[src/rtl/branch_resolve_bht_pkg.sv]
// Shared constants for the branch resolve / BHT block.
//   - 2-bit saturating counter encodings
//   - resolve FSM state type
//   - sequential PC step
package branch_resolve_bht_pkg;

  localparam logic [1:0] SNT = 2'b00;  // strongly not-taken
  localparam logic [1:0] WNT = 2'b01;  // weakly not-taken (reset value)
  localparam logic [1:0] WT  = 2'b10;  // weakly taken
  localparam logic [1:0] ST  = 2'b11;  // strongly taken

  typedef enum logic {
    S_NORMAL   = 1'b0,
    S_REDIRECT = 1'b1
  } state_t;

  localparam logic [31:0] PC_STEP = 32'd4;

endpackage

[src/rtl/branch_resolve_bht_bht.sv]
// bht_2bit: table of 2-bit saturating direction counters.
// Ports:
//   clk, rst           clock, synchronous active-high reset (all entries -> WNT)
//   rd_idx / rd_cnt    combinational read port (fetch side)
//   wr_en / wr_idx     update strobe and index (execute side)
//   wr_taken           resolved direction: step counter up (1) or down (0)
// A same-cycle read of the entry being written returns the old value.
module bht_2bit
  import branch_resolve_bht_pkg::*;
#(
  parameter int IDX_BITS = 4
) (
  input  logic                clk,
  input  logic                rst,
  input  logic [IDX_BITS-1:0] rd_idx,
  output logic [1:0]          rd_cnt,
  input  logic                wr_en,
  input  logic [IDX_BITS-1:0] wr_idx,
  input  logic                wr_taken
);

  localparam int N = 1 << IDX_BITS;

  logic [N-1:0][1:0] tbl;
  logic [1:0]        cur;
  logic [1:0]        nxt;

  assign rd_cnt = tbl[rd_idx];
  assign cur    = tbl[wr_idx];

  always_comb begin
    nxt = cur;
    if (wr_taken) nxt = (cur == ST)  ? ST  : cur + 2'd1;
    else          nxt = (cur == SNT) ? SNT : cur - 2'd1;
  end

  always_ff @(posedge clk) begin
    if (rst) begin
      for (int i = 0; i < N; i++) tbl[i] <= WNT;
    end else if (wr_en) begin
      tbl[wr_idx] <= nxt;
    end
  end

endmodule

[src/rtl/branch_resolve_bht.sv]
// branch_resolve_bht: resolves BEQ/BNE in EX from the comparator's not-equal
// flag, trains the BHT, and on a misprediction emits a one-cycle registered
// redirect + flush.
// Ports:
//   clk, rst                      clock, synchronous active-high reset
//   if_pc / if_pred_taken         fetch-side prediction lookup (combinational)
//   ex_valid, ex_is_branch,
//   ex_is_bne, ex_pc, ex_target,
//   ex_pred_taken, BrRes          EX-stage branch and its comparator result
//   redirect_valid, redirect_pc,
//   flush                         registered redirect request, one cycle wide
//   mispredict_cnt                saturating mispredict statistics
module branch_resolve_bht
  import branch_resolve_bht_pkg::*;
#(
  parameter int IDX_BITS = 4,
  parameter int CNT_W    = 16
) (
  input  logic             clk,
  input  logic             rst,
  input  logic [31:0]      if_pc,
  output logic             if_pred_taken,
  input  logic             ex_valid,
  input  logic             ex_is_branch,
  input  logic             ex_is_bne,
  input  logic [31:0]      ex_pc,
  input  logic [31:0]      ex_target,
  input  logic             ex_pred_taken,
  input  logic             BrRes,
  output logic             redirect_valid,
  output logic [31:0]      redirect_pc,
  output logic             flush,
  output logic [CNT_W-1:0] mispredict_cnt
);

  state_t     state, state_nxt;
  logic       resolve;
  logic       taken;
  logic       mispredict;
  logic [1:0] rd_cnt;

  // only the index bits of the fetch PC select an entry
  logic unused_pc_bits;
  assign unused_pc_bits = ^{if_pc[31:IDX_BITS+2], if_pc[1:0]};

  // the REDIRECT slot holds a squashed wrong-path instruction: ignore it
  assign resolve    = ex_valid & ex_is_branch & (state == S_NORMAL);
  assign taken      = ex_is_bne ? BrRes : ~BrRes;
  assign mispredict = taken ^ ex_pred_taken;

  bht_2bit #(.IDX_BITS(IDX_BITS)) u_bht (
    .clk      (clk),
    .rst      (rst),
    .rd_idx   (if_pc[IDX_BITS+1:2]),
    .rd_cnt   (rd_cnt),
    .wr_en    (resolve),
    .wr_idx   (ex_pc[IDX_BITS+1:2]),
    .wr_taken (taken)
  );

  assign if_pred_taken = rd_cnt[1];

  always_ff @(posedge clk) begin
    if (rst) state <= S_NORMAL;
    else     state <= state_nxt;
  end

  always_comb begin
    state_nxt = state;
    case (state)
      S_NORMAL:   if (resolve && mispredict) state_nxt = S_REDIRECT;
      S_REDIRECT: state_nxt = S_NORMAL;
      default:    state_nxt = S_NORMAL;
    endcase
  end

  always_ff @(posedge clk) begin
    if (rst) begin
      redirect_valid <= 1'b0;
      flush          <= 1'b0;
      redirect_pc    <= 32'h0;
      mispredict_cnt <= '0;
    end else begin
      redirect_valid <= resolve & mispredict;
      flush          <= resolve & mispredict;
      if (resolve && mispredict) begin
        redirect_pc <= taken ? ex_target : ex_pc + PC_STEP;
        if (mispredict_cnt != '1) mispredict_cnt <= mispredict_cnt + 1'b1;
      end
    end
  end

endmodule

[config.mk]
export PLATFORM = sky130hd
export DESIGN_NAME = branch_resolve_bht
export DESIGN_NICKNAME = d
export VERILOG_FILES = /design/src/rtl/branch_resolve_bht_pkg.sv /design/src/rtl/branch_resolve_bht_bht.sv /design/src/rtl/branch_resolve_bht.sv
export SDC_FILE = /design/constraint.sdc
export NUM_CORES = 1
export LEC_CHECK = 0
export ABC_CLOCK_PERIOD_IN_PS = 1900
export CAP_MARGIN = 15
export CELL_PAD_IN_SITES_DETAIL_PLACEMENT = 0
export CELL_PAD_IN_SITES_GLOBAL_PLACEMENT = 1
export CORE_ASPECT_RATIO = 1.25
export CORE_MARGIN = 1
export CORE_UTILIZATION = 33
export CTS_CLUSTER_SIZE = 16
export DETAILED_ROUTE_END_ITERATION = 10
export GPL_TIMING_DRIVEN = 0
export PLACE_DENSITY_LB_ADDON = 0.1
export SETUP_SLACK_MARGIN = 0.3
export SLEW_MARGIN = 10
export SYNTH_ARGS = -nofsm -noshare
export SYNTH_HDL_FRONTEND = slang
export SYNTH_SLANG_ARGS = --single-unit
[constraint.sdc]
create_clock -name clk -period 1.9 [get_ports clk]
set_clock_uncertainty 0.05 [all_clocks]
set_input_delay 0.38 -clock clk [delete_from_list [all_inputs] [get_ports clk]]
set_output_delay 0.38 -clock clk [all_outputs]
set_load 0.05 [all_outputs]
==> results.tsv <==
metric	value	unit
outcome	complete, but fails checks	
failing checks	setup timing	
Die Area	14200	µm²
Async S/R FF share, synth	0	%
H-tree depth	3	
Yosys warning count	0	
final worst slack	-348	ps
critical-path maximum fanout	3	
worst vdd ir	0.000402	V
clock share of power	41.0	%
fin cells	895	
Longest Clk Path Bufs	2	
register area share after synthesis	36.2	%
r2r startpoint	u_bht.tbl[7]	
Rows	47	
die width	107	µm
top_reg_cell synth	dfxtp_1	
crit end category	output pin	
post-DP HPWL	11400	µm
syn_nets	653	
Final Max Slew Viols	0	
Max transition margin	60.9	%
largest net degree at the start of global routing	14	
kind of critical path	register to output pin	
Port-buffer cells	123	
Int Power	3.46	mW
layout cells sized above 1	40.2	%
Worst-path clk slew	70	ps
syn avg cell area	8.32	µm²
Arrival @ worst endpoint	1820	ps
P_leak	2.71	nW
CP Launch Type	register	
Layout Nets	828	
cts hold-fix bufs	0	
FF-to-FF path depth	4	
gpl congestion	0.838	
final core occ	56.9	%
#FFs+latches synth	82	
final setup vio count	1	
via/cell ratio	5.40	
Residual DRC	0	
Final period util	118	%
Hold WC Path Type	primary input to register	
initial antenna violation count	0	
Sw Ratio	28.2	%
synthesized netlist cell count	545	
die height	133	µm
total of max-cap violations	0	
Period minus WS final	2250	ps
Critical path origin	u_bht.tbl[29]	
WL/cell	18.2	µm
CP required	1470	ps
Initial Util	34.0	%
setup TNS	-348	ps
first-pass GRT wire length	25300	µm
Min Hold Slack	389	ps
CTS tree	built	
Pwr Density	634	nW/µm²
DR vias	4833	
hold violation count in the final report	0	
hold path start	ex_pc[27]	
critical path capture point	if_pred_taken	
reg2reg end	u_bht.tbl[9]	
Max Fclk	445	MHz
total track usage	23.1	%
1st-pass router iterations	5	
Area Growth Syn to Fin	67.6	%
Clock Sinks	82	
RSZ-0062 raised after global routing	true	
measured slew at the worst slew-check pin	586	ps
DRT antenna net count	0	
Seq pwr share	37.1	%
Yosys cell types	54	
ANT cells	0	
drt initial violations	245	
Post-synth EDFFs	0	
# IOs	154	
TritonCTS Buffers	9	
GRT overflow	0	
Skew-Pair Late Insertion Delay	340	ps
CTS Root Cell	clkbuf_16	
Combinational Power Share	21.9	%
Core ar.	13300	µm²
mapped cell area	4530	µm²
Psw	1.36	mW
number of global-route vias before repair	4744	
Worst R2R Setup Slack	270	ps
final wirelength	16300	µm
placed cell count	839	
## worst min-delay path by stage
stage | to | slack (ps) | depth (start not counted)
after floorplan | u_bht.tbl[14] | 380 | 2
after global placement | redirect_pc[10] | 390 | 2
after detailed placement | redirect_pc[10] | 390 | 2
after CTS | redirect_pc[12] | 400 | 2
after global routing | redirect_pc[27] | 410 | 3
final | redirect_pc[27] | 390 | 3
## sequential cells by signal, indices dropped and copies added, names as in the netlist
name / flops
flush: 1
mispredict_cnt: 16
redirect_pc: 32
state: 1
u_bht.tbl: 32
## power groups by stage
stage          Combinational (mW)  Clock, mW  Sequential [mW]
2_1_floorplan               0.372          0             1.97
3_3_place_gp                0.915          0             1.82
3_5_place_dp                0.918          0             1.82
4_1_cts                      1.01       1.99             1.79
5_1_grt                      1.12       2.08             1.79
6_report                     1.05       1.97             1.79
## metrics by stage
| step | area (µm²) | setup WS (ps) | power, mW |
|---|---|---|---|
| after floorplan | 4880 | -4.08 | 2.34 |
| after global placement | 6320 | -1360 | 2.74 |
| after detailed placement | 6320 | -1350 | 2.74 |
| after CTS | 7300 | -355 | 4.79 |
| after global routing | 7600 | -373 | 4.99 |
| final | 7600 | -348 | 4.81 |
## cell usage after synthesis (all sizes together), types with 2 or more instances
master	number	area, µm²
a211o	7	61.3
a211oi	10	75.1
a21o	2	15.0
a21oi	62	310
a311oi	12	105
a31oi	3	18.8
a32o	2	20.0
and2	2	12.5
and3	12	75.1
and4	7	61.3
buf	18	97.6
clkbuf	21	78.8
dfxtp	82	1640
ha	5	62.6
inv	13	48.8
maj3	3	31.3
mux2i	5	50.1
mux4	13	300
nand2	59	221
nand3	24	120
nand4	9	68.8
nor2	50	188
nor3	20	100
nor3b	3	22.5
nor4	4	31.3
nor4b	2	17.5
o211ai	3	22.5
o21a	2	15.0
o21ai	28	140
o22ai	7	43.8
or3	7	48.8
or4	2	15.0
xnor2	29	254
xor2	7	61.3
## worst max-delay path, stage by stage (launching register included)
cell and delay (ps):
dfxtp_1 340, mux4_2 470, mux4_2 490, buf_6 170
## layout by cell type (no fill, tap or decap), types with 18 or more instances in the layout
cell type	n
a21oi_1	43
a21oi_2	18
buf_4	31
buf_6	20
clkbuf_2	18
clkdlybuf4s15_2	47
clkdlybuf4s50_1	41
dfxtp_1	60
nand2_1	51
nor2_1	46
xnor2_1	27
## cell type report
type	instances	area, µm²
buffer	39	347
tap	171	214
fill	1206	5750
multi-input combinational	412	3330
clock inverter	2	60.1
clock buffer	13	270
inverter	13	48.8
sequential	82	1700
timing repair buffer	163	1630
## timing repair
action	4_1_cts	5_1_grt
cloned	7	0
setup buffers	26	8
gates resized for setup	294	99
hold endpoints to repair	0	0
pin swaps	26	44
setup endpoints to repair	132	75
## cells by family (layout without fill, tap and decap cells)
kind of cell    count (synthesis)  count (layout)  share of synthesized area (%)
simple gates                  206             207                           22.5
flops                          82              82                           36.2
buf+inv                        52             230                           4.97
compound gates                142             142                           19.0
fa+ha+maj                       8               8                           2.07
xor+xnor                       37              37                           7.45
mux                            18              18                           7.73
## metal layers
layer  vias to the layer above  wire length [µm]  share of wire (%)  track usage (%)
met3                        18               850                5.2             3.99
met4                         0               221                1.4             6.09
met5                         -                 0                  0                0
li1                       2339                 -                  -                -
met1                      2333              6940                 43             29.6
met2                       143              8280                 51             39.6
Power figures use the tool's default switching activity.
